<file path="src/rtl/seq_pkg.sv">
// Shared encodings for the multi-cycle MIPS control sequencer: opcodes, ALU and
// RegDst codes, FSM states and the decoded-control bundle.
package seq_pkg;

   localparam logic [5:0] OP_RTYPE = 6'h00;
   localparam logic [5:0] OP_J     = 6'h02;
   localparam logic [5:0] OP_JAL   = 6'h03;
   localparam logic [5:0] OP_BNE   = 6'h05;
   localparam logic [5:0] OP_ADDI  = 6'h08;
   localparam logic [5:0] OP_XORI  = 6'h0E;
   localparam logic [5:0] OP_LW    = 6'h23;
   localparam logic [5:0] OP_SW    = 6'h2B;

   localparam logic [5:0] FN_JR    = 6'h08;
   localparam logic [5:0] FN_ADD   = 6'h20;
   localparam logic [5:0] FN_SUB   = 6'h22;
   localparam logic [5:0] FN_SLT   = 6'h2A;

   localparam logic [2:0] ALU_ADD  = 3'd0;
   localparam logic [2:0] ALU_SUB  = 3'd1;
   localparam logic [2:0] ALU_XOR  = 3'd2;
   localparam logic [2:0] ALU_SLT  = 3'd3;

   localparam logic [1:0] DST_RD   = 2'd0;
   localparam logic [1:0] DST_RT   = 2'd1;
   localparam logic [1:0] DST_R31  = 2'd2;

   typedef enum logic [2:0] {
      S_FETCH, S_DECODE, S_EXEC, S_MEM, S_WB, S_HALT
   } state_t;

   // IC_ALU is the zero encoding so a cleared bundle routes through WB.
   typedef enum logic [2:0] {
      IC_ALU, IC_LW, IC_SW, IC_J, IC_JAL, IC_JR, IC_BNE
   } iclass_t;

   typedef struct packed {
      iclass_t    iclass;
      logic [1:0] reg_dst;
      logic [2:0] alu_cntrl;
      logic       alu_src;
      logic       mem_to_reg;
      logic       wb_link;
      logic       ovf_chk;
      logic       illegal;
   } dec_t;

endpackage

</file>
<file path="src/rtl/seq_decoder.sv">
// Purely combinational opcode/funct decode into datapath control fields.
// Unsupported encodings return an all-zero bundle with only the illegal flag set.
module seq_decoder
   import seq_pkg::*;
(
   input  logic [5:0] opcode,
   input  logic [5:0] funct,
   output dec_t       dec
);

   always_comb begin
      // NOTE: every combinational output gets a default before the case so no path can infer a latch.
      dec = '0;
      case (opcode)
         OP_RTYPE: begin
            case (funct)
               FN_ADD: begin dec.alu_cntrl = ALU_ADD; dec.ovf_chk = 1'b1; end
               FN_SUB: begin dec.alu_cntrl = ALU_SUB; dec.ovf_chk = 1'b1; end
               FN_SLT: dec.alu_cntrl = ALU_SLT;
               FN_JR:  dec.iclass    = IC_JR;
               default: dec.illegal  = 1'b1;
            endcase
         end
         OP_J:   dec.iclass = IC_J;
         OP_JAL: begin dec.iclass = IC_JAL; dec.reg_dst = DST_R31; dec.wb_link = 1'b1; end
         OP_BNE: begin dec.iclass = IC_BNE; dec.alu_cntrl = ALU_SUB; end
         OP_ADDI: begin
            dec.reg_dst = DST_RT; dec.alu_src = 1'b1;
            dec.alu_cntrl = ALU_ADD; dec.ovf_chk = 1'b1;
         end
         OP_XORI: begin dec.reg_dst = DST_RT; dec.alu_src = 1'b1; dec.alu_cntrl = ALU_XOR; end
         OP_LW: begin
            dec.iclass = IC_LW; dec.reg_dst = DST_RT; dec.alu_src = 1'b1;
            dec.alu_cntrl = ALU_ADD; dec.mem_to_reg = 1'b1;
         end
         OP_SW: begin dec.iclass = IC_SW; dec.alu_src = 1'b1; dec.alu_cntrl = ALU_ADD; end
         default: dec.illegal = 1'b1;
      endcase
   end

endmodule

</file>
<file path="src/rtl/cpu_sequencer.sv">
// Multi-cycle MIPS control sequencer: PC, fetch handshake, FSM and branch/jump resolution.
// Optional overflow trap on ADD/ADDI/SUB is enabled with `define SEQ_OVERFLOW_TRAP_EN.
module cpu_sequencer
   import seq_pkg::*;
#(
   parameter logic [31:0] RESET_PC = 32'h0000_0000
)(
   input  logic        clk,
   input  logic        reset,
   output logic        imem_req,
   output logic [31:0] imem_addr,
   input  logic        imem_ack,
   input  logic [31:0] imem_data,
   input  logic        Alu_zero,
   input  logic        Alu_overflow,
   input  logic [31:0] Da,
   output logic        RegWr,
   output logic        MemWr,
   output logic        MemToReg,
   output logic        ALUSrc,
   output logic [1:0]  RegDst,
   output logic [2:0]  ALUcntrl,
   output logic [4:0]  Rs,
   output logic [4:0]  Rt,
   output logic [4:0]  Rd,
   output logic [4:0]  R31,
   output logic [15:0] imm16,
   output logic [31:0] Jal_out,
   input  logic [31:0] wb_data,
   output logic        wb_link,
   output logic [31:0] pc,
   output logic        retire,
   output logic        halted,
   output logic        trap
);

   state_t      state, state_next;
   dec_t        dec;
   logic [31:0] ir, pc_next, pc_plus4, br_target, j_target;
   logic        req_raw, reg_wr_raw, mem_wr_raw, retire_raw, ovf_fault;

   seq_decoder u_decoder (
      .opcode (ir[31:26]),
      .funct  (ir[5:0]),
      .dec    (dec)
   );

   // Fields decode straight from IR, so they hold from DECODE until the next fetch lands.
   assign Rs        = ir[25:21];
   assign Rt        = ir[20:16];
   assign Rd        = ir[15:11];
   assign R31       = 5'd31;
   assign imm16     = ir[15:0];
   assign RegDst    = dec.reg_dst;
   assign ALUcntrl  = dec.alu_cntrl;
   assign ALUSrc    = dec.alu_src;
   assign MemToReg  = dec.mem_to_reg;
   assign wb_link   = dec.wb_link;
   assign imem_addr = pc;

   assign pc_plus4  = pc + 32'd4;
   assign br_target = pc_plus4 + {{14{ir[15]}}, ir[15:0], 2'b00};
   assign j_target  = {pc_plus4[31:28], ir[25:0], 2'b00};
   assign Jal_out   = wb_link ? pc_plus4 : wb_data;

`ifdef SEQ_OVERFLOW_TRAP_EN
   assign ovf_fault = dec.ovf_chk & Alu_overflow;
`else
   logic unused_ovf;
   assign ovf_fault  = 1'b0;
   assign unused_ovf = Alu_overflow ^ dec.ovf_chk;
`endif

   always_comb begin
      state_next = state;
      pc_next    = pc;
      req_raw    = 1'b0;
      reg_wr_raw = 1'b0;
      mem_wr_raw = 1'b0;
      retire_raw = 1'b0;
      case (state)
         S_FETCH: begin
            req_raw = 1'b1;
            if (imem_ack) state_next = S_DECODE;
         end
         S_DECODE: state_next = dec.illegal ? S_HALT : S_EXEC;
         S_EXEC: begin
            case (dec.iclass)
               IC_J:   begin pc_next = j_target; retire_raw = 1'b1; state_next = S_FETCH; end
               IC_JR:  begin pc_next = Da;       retire_raw = 1'b1; state_next = S_FETCH; end
               IC_BNE: begin
                  pc_next    = Alu_zero ? pc_plus4 : br_target;
                  retire_raw = 1'b1;
                  state_next = S_FETCH;
               end
               IC_LW, IC_SW: state_next = S_MEM;
               default:      state_next = ovf_fault ? S_HALT : S_WB;
            endcase
         end
         S_MEM: begin
            if (dec.iclass == IC_SW) begin
               mem_wr_raw = 1'b1;
               retire_raw = 1'b1;
               pc_next    = pc_plus4;
               state_next = S_FETCH;
            end else begin
               state_next = S_WB;
            end
         end
         S_WB: begin
            reg_wr_raw = 1'b1;
            retire_raw = 1'b1;
            pc_next    = (dec.iclass == IC_JAL) ? j_target : pc_plus4;
            state_next = S_FETCH;
         end
         S_HALT:  state_next = S_HALT;
         default: state_next = S_FETCH;
      endcase
   end

   // Strobes are masked during reset so an aborted instruction never writes.
   assign imem_req = req_raw    & ~reset;
   assign RegWr    = reg_wr_raw & ~reset;
   assign MemWr    = mem_wr_raw & ~reset;
   assign retire   = retire_raw & ~reset;

   // NOTE: sequential state uses non-blocking assignments so every register samples pre-edge values.
   always_ff @(posedge clk) begin
      if (reset) begin
         state  <= S_FETCH;
         pc     <= RESET_PC;
         ir     <= '0;
         halted <= 1'b0;
      end else begin
         state <= state_next;
         pc    <= pc_next;
         if (state == S_FETCH && imem_ack) ir <= imem_data;
         if (state == S_DECODE && dec.illegal) halted <= 1'b1;
      end
   end

`ifdef SEQ_OVERFLOW_TRAP_EN
   always_ff @(posedge clk) begin
      if (reset)                          trap <= 1'b0;
      else if (state == S_EXEC && ovf_fault) trap <= 1'b1;
   end
`else
   assign trap = 1'b0;
`endif

endmodule

</file>
<file path="config.mk">
export PLATFORM = sky130hd
export DESIGN_NAME = cpu_sequencer
export DESIGN_NICKNAME = d
export VERILOG_FILES = /design/src/rtl/seq_pkg.sv /design/src/rtl/seq_decoder.sv /design/src/rtl/cpu_sequencer.sv
export SDC_FILE = /design/constraint.sdc
export NUM_CORES = 1
export LEC_CHECK = 0
export ABC_AREA = 0
export BUFFER_PORTS_ARGS = -buffer_cell sky130_fd_sc_hd__clkbuf_2
export CELL_PAD_IN_SITES_DETAIL_PLACEMENT = 0
export CELL_PAD_IN_SITES_GLOBAL_PLACEMENT = 1
export CORE_MARGIN = 4
export CORE_UTILIZATION = 35
export DETAILED_ROUTE_END_ITERATION = 12
export GPL_TIMING_DRIVEN = 0
export PLACE_DENSITY_LB_ADDON = 0.2
export SYNTH_ARGS = -nofsm -noshare
export SYNTH_HDL_FRONTEND = slang
export SYNTH_SLANG_ARGS = --single-unit
</file>
<file path="constraint.sdc">
create_clock -name clk -period 4.8 [get_ports clk]
set_input_delay 0.72 -clock clk [delete_from_list [all_inputs] [get_ports clk]]
set_output_delay 0.72 -clock clk [all_outputs]
set_load 0.005 [all_outputs]
</file>
After elaboration in Yosys (flattened, before gate mapping)
Cells that the tools add are included.
Storage, ports and cells
  flip-flop bits (word level): 68
  input port bits: 101
  output and inout port bits: 146
  word-level logic and storage cells: 75
Operators by class
  add/sub/neg operators: 2
  equality and inequality tests: 25
  muxes and demuxes: 27
  bitwise gates (word level): 5
  reductions and logical operators: 12
Operators by type and width (number)
  case mux 32 bit (3 select lines): 2
  two-way mux 32 bit: 3
  adder 32 x 3 -> 32 bit (second input constant): 1
  adder 32 bit: 1
  == test 6 bit (second input constant): 5
  two-way mux 28 bit: 1
  == test 6 x 4 -> 1 bit (second input constant): 3
  case mux 3 bit (6 select lines): 1
  == test 3 bit (second input constant): 5
  case mux 3 bit (5 select lines): 1
  == test 3 x 2 -> 1 bit (second input constant): 4
  == test 6 x 2 -> 1 bit (second input constant): 2
  two-way mux 3 bit: 4
  two-way mux 1 bit: 9
  case mux 2 bit (2 select lines): 2
  OR reduction 4 bit: 2
  OR reduction 7 bit: 1
  == test 3 x 1 -> 1 bit (second input constant): 2
  == test 6 x 3 -> 1 bit (second input constant): 1
  logical NOT 6 bit: 1
  case mux 2 bit (3 select lines): 1
  case mux 3 bit (2 select lines): 1
  OR reduction 3 bit: 2
  bitwise AND 1 bit: 4
  other kinds (10): 12

Depth between registers and ports, before layout
  depth after elaboration: 8
  depth in mapped cells: 16
  gate-level depth less buffers: 16

By module
A second synthesis with hierarchy kept.
Second synthesis, totals
  cell total of the unflattened synthesis: 931
  area total of the unflattened synthesis: 6779.0 sq um
By module, submodules not included
  cpu_sequencer: times used 1, cells each 874, area an instance 6441.2 sq um, seq. area each 1361.3 sq um
  seq_decoder: times used 1, cells each 57, area an instance 337.8 sq um, seq. area each 0.0 sq um

Least setup slack after synthesis
OpenSTA, ideal clock, no wires.
  path kind: register to register
  from: register pc[2] (netlist: imem_addr[2])
  to: register pc[31] (netlist: imem_addr[31])
  setup time: 91 ps
  arrival: 3581 ps
  data required time: 4709 ps
  path slack: 1128 ps
  stages on the path, launching flop included: 16
  buffers on the path: 1
  clock period less this slack: 3672 ps
  cells stage by stage: dfxtp_1 ha_1 and3_1 nand4_1 nor2_1 and4_1 xor2_1 ha_1 clkbuf_1 a21o_1 o21bai_1 o31ai_2 a221oi_2 xor2_1 a211o_1 a311oi_1
On the way
  longest elaborated chain between the ends: 5
  elaborated cells between the ends (all ways): 6
  classes of those cells: add/sub: 2; mux: 4
Ends and longest elaborated chain
  start, declared: line cpu_sequencer.sv:31  | output logic [31:0] pc,
  start signal, assigned: line cpu_sequencer.sv:136  | pc <= pc_next;
  adder 32 x 3 -> 32 bit *: line cpu_sequencer.sv:61  | assign pc_plus4 = pc + 32'd4;
  adder 32 bit: line cpu_sequencer.sv:62  | assign br_target = pc_plus4 + {{14{ir[15]}}, ir[15:0], 2'b00};
  two-way mux 32 bit: line cpu_sequencer.sv:92  | pc_next = Alu_zero ? pc_plus4 : br_target;
  case mux 32 bit (3 select lines): line cpu_sequencer.sv:88  | case (dec.iclass)
  case mux 32 bit (3 select lines) *: line cpu_sequencer.sv:81  | case (state)
Mark *: on every way between the ends. The rest lies on a longest branch, timed or not. The select of a mux whose other input is x is not followed.
A chain may end at the register's enable or synchronous reset.

Final worst setup path
  from: register pc[2] (netlist: imem_addr[2])
  to: register pc[23] (netlist: imem_addr[23])
The elaborated chain is that of the path after synthesis.

==> flow_summary_export.csv <==
group,metric,value,unit
floorplan,die_y,145,um
drt,vias_per_cell,5.48,
timing,final-hold-violation-count,0,
pwr,combinationalPowerShare,39.2,%
drt,wl,27900,um
clocking,clock_slew_at_reported_path_ffs,60,ps
synth,syn_inst,946,
drt,wl_per_cell,19.4,um
drt,drt_drc_violations_left,0,
synth,ffs_latches_synth,68,
pwr,max_vdd_drop,173,uV
synth,synth_xor_xnor_area_share,6.49,%
clocking,cts_max_level,3,
final_layout,fillers,1984,
timing,setup_repair_after_global_routing_missed_its_margin,"yes",
floorplan,fp-row-count,50,
floorplan,die-width,145,um
final_layout,drive_gt1_share,29.4,%
clocking,insertion_delay,350,ps
clocking,clock_tree.root_cell,"sky130_fd_sc_hd__clkbuf_16",
timing,layout_worst_path_cycle_share,94.4,%
hold_path,min-delay-path-class,"flip-flop to flip-flop",
synth,synth-simple-area-share,26.1,%
timing,timing.max_slew.rel_slack,38.3,%
final_layout,final_net_count,1333,
drt,drtPass1Iterations,6,
grt,grt_antenna_before_repair,0,
grt,grt.total_usage,25.1,%
drt,ant_nets,0,
drt,vias,7877,
timing,tightestPinTransition,924,ps
grt,first_global_vias,7369,
setup_path,timing.critical_path.required,5000,ps
synth,synth_enable_flop_cells,0,
floorplan,floorplan.die_area,21200,um^2
setup_path,timing.critical_path.fanout_max,9,
status,run_status,"completed",
drt,drc_violation_total_after_the_first_tritonroute_iteration,691,
synth,largest_family_of_logic_cells_by_synthesized_area,"compound AO/OA/AOI/OAI gates",
timing,timing.final.crit_period,4530,ps
grt,wire_length_of_the_first_global_routing_pass,42200,um
place,globalplace.congestion,0.921,
final_layout,layout.cell_area.non_filler,8420,um^2
place,placement.io_buffers,237,
synth,synth.avg_cell_area,6.99,um^2
synth,synth-compound-area-share,26.3,%
setup_path,timing.setup.critical_path_class,"flip-flop to flip-flop",
setup_path,worstPathArrival,4730,ps
pwr,sequential_group_share_of_total_power,32.0,%
synth,synth-adder-area-share,6.36,%
pwr,power.net_switching,0.000924,W
synth,synthMuxAreaShare,0.757,%
floorplan,core_region_area,18600,um^2
setup_path,critPathLaunchType,"flip-flop",
synth,count_of_warnings_emitted_by_yosys,0,
final_layout,post-route-util,45.2,%
timing,finClkSkew,12.9,ps
clocking,clkSinkCount,68,
synth,synth_sequential_area_ratio,20.6,%
pwr,internal_power,0.00138,W
timing,maxSlewViolCount,0,
floorplan,ios,247,
clocking,cts_post_setup_buffers_inserted,0,
synth,post_synth_num_cell_types,71,
floorplan,floorplan.initialDensity,35.5,%
synth,synthesis.area,6610,um^2
final_layout,multiInputGateArea,4410,um^2
pwr,clkPwrFrac,28.8,%
place,instance_area_at_placement,8110,um^2
pwr,power_leakage,4.10,nW
grt,maximum_number_of_pins_on_one_net_before_global_route_repair,20,
pwr,switching_share,40.0,%
synth,async_reset_ff_share,0,%
flow_run,cap_viol_max_count,0,
final_layout,num_antenna_cells,0,
clocking,tritoncts,"done",
clocking,tritoncts.num_buffers,9,
timing,max_freq,0.221,GHz
final_layout,register_area,1360,um^2
pwr,p_per_area,274,nW/um^2
grt,grt-ovfl-total,0,
timing,finalSetupViolations,0,
setup_path,worstSetupEndpointType,"flip-flop",
clocking,clock_tree_buffer_depth,2,
place,dp_hpwl,22100,um
final_layout,layout_overhead_on_the_synthesized_area,27.3,%
synth,ys_dominant_reg_cell,"sky130_fd_sc_hd__dfxtp_1",
## metal layers
metal / GRT usage, % / part of all wire, % / wire length, um
met1: 34.8 / 45 / 12700
met2: 39.2 / 44 / 12100
met3: 5.61 / 8.7 / 2410
met4: 7.45 / 2.4 / 663
met5: 0 / 0 / 0
## path summary, 6_finish.rpt
check | start | endpoint | slack (ps) | depth (start not counted)
max reg2reg | imem_addr[2] | imem_addr[23] | 270 | 15
min reg2reg | halted | halted | 490 | 2
min | halted | halted | 490 | 2
max | imem_addr[2] | imem_addr[23] | 270 | 15
## flip-flops by register name (all words and copies together) (netlist names)
name       cells
imem_addr     32
halted         1
ir            32
state          3
## worst max-delay path, cell delays in order (launching register included)
cell                       delay, ps
sky130_fd_sc_hd__dfxtp_1         530
sky130_fd_sc_hd__ha_1            240
sky130_fd_sc_hd__and3_1          330
sky130_fd_sc_hd__nand4_1         270
sky130_fd_sc_hd__nor2_1          300
sky130_fd_sc_hd__and4_1          280
sky130_fd_sc_hd__xor2_2          270
sky130_fd_sc_hd__ha_1            280
sky130_fd_sc_hd__clkbuf_1        200
sky130_fd_sc_hd__a21o_1          210
sky130_fd_sc_hd__o21bai_1        200
sky130_fd_sc_hd__o31ai_4         380
sky130_fd_sc_hd__xor2_1          260
sky130_fd_sc_hd__o221ai_1        160
sky130_fd_sc_hd__a222oi_1        340
sky130_fd_sc_hd__a211oi_1        110
## area by class of cell
| class | instances | share of cell area, % |
|---|---|---|
| clock inverters | 6 | 0.565 |
| multi-input cells | 729 | 52.4 |
| inverters | 26 | 1.16 |
| clock buffers | 10 | 2.84 |
| well taps | 234 | 3.48 |
| plain buffers | 128 | 9.33 |
| flip-flops and latches | 68 | 16.2 |
| repair buffers | 237 | 14.1 |
## power by group through the flow
stage | Sequential [W] | Clock (W) | Combinational, W
global placement | 0.000747 | 0 | 0.000891
finish | 0.000739 | 0.000664 | 0.000905
floorplan | 0.000706 | 0 | 0.000583
CTS | 0.000736 | 0.000669 | 0.000898
global route | 0.000749 | 0.000689 | 0.000997
detailed placement | 0.000749 | 0 | 0.000894
## synthesized netlist by cell type (6+ instances only)
cell type,n,area (um^2)
sky130_fd_sc_hd__nand2_1,197,739
sky130_fd_sc_hd__a21oi_1,78,390
sky130_fd_sc_hd__buf_4,72,541
sky130_fd_sc_hd__nor2_1,71,267
sky130_fd_sc_hd__dfxtp_1,68,1360
sky130_fd_sc_hd__clkbuf_1,42,158
sky130_fd_sc_hd__o21ai_0,41,205
sky130_fd_sc_hd__ha_1,32,400
sky130_fd_sc_hd__xnor2_1,28,245
sky130_fd_sc_hd__inv_1,25,93.8
sky130_fd_sc_hd__a222oi_1,23,230
sky130_fd_sc_hd__nand3_1,22,110
sky130_fd_sc_hd__xor2_1,21,184
sky130_fd_sc_hd__nor3_1,18,90.1
sky130_fd_sc_hd__a21o_1,14,105
sky130_fd_sc_hd__and3_1,13,81.3
sky130_fd_sc_hd__a311oi_1,12,105
sky130_fd_sc_hd__a211oi_1,11,82.6
sky130_fd_sc_hd__a22oi_1,11,82.6
sky130_fd_sc_hd__buf_2,10,50.1
sky130_fd_sc_hd__nand4_1,9,56.3
sky130_fd_sc_hd__and4_1,8,70.1
sky130_fd_sc_hd__and2_1,7,43.8
sky130_fd_sc_hd__nand2b_1,7,43.8
sky130_fd_sc_hd__o211ai_1,7,52.6
sky130_fd_sc_hd__o21a_1,7,52.6
sky130_fd_sc_hd__a31oi_1,6,37.5
sky130_fd_sc_hd__o21bai_1,6,45.0
## what timing repair did
item                                    4_1_cts  5_1_grt
gates resized for setup                       0        3
endpoints found under the setup margin        0        2
endpoints found under the hold margin         0        0
hold buffers                                  0        0
## placed cells by master, fill, tap and decap left out, drive strengths merged, types with 4 or more instances in the layout
master   count
xor2        21
and2         8
a31oi        6
mux2i        5
nand3       22
a221oi       5
nand2b       7
buf         86
inv         27
a22oi       11
a21o        14
xnor2       28
o211ai       7
clkbuf     289
a21oi       78
o22ai        4
nor2b        5
o21bai       6
a222oi      23
and4         8
dfxtp       68
a311oi      13
conb         7
or2          4
and3        13
clkinv       4
o21ai       43
nor2        72
ha          32
nand4        9
a211oi      11
nand2      197
o2111ai      5
o21a         7
nor3        20
a221o        4
## through the flow
stage / cells / hold WS, ps / setup TNS (ps) / setup slack, ps / total power (W)
6_report: 1438 / 486 / 0 / 270 / 0.00231
5_1_grt: 1438 / 525 / -1.97 / -1.97 / 0.00244
4_1_cts: 1438 / 484 / 0 / 133 / 0.00230
3_5_place_dp: 1422 / 465 / 0 / 157 / 0.00164
3_3_place_gp: 1422 / 456 / 0 / 101 / 0.00164
2_1_floorplan: 951 / 449 / 0 / 1130 / 0.00129
## logic make-up (layout without fill, tap and decap cells)
group | after synthesis | in the layout
compound gates | 254 | 254
xor+xnor | 49 | 49
fa+ha+maj | 33 | 33
buf+inv | 154 | 407
flops | 68 | 68
mux | 5 | 5
other cells | 2 | 7
simple gates | 381 | 381
(Power assumes the default switching activity.)
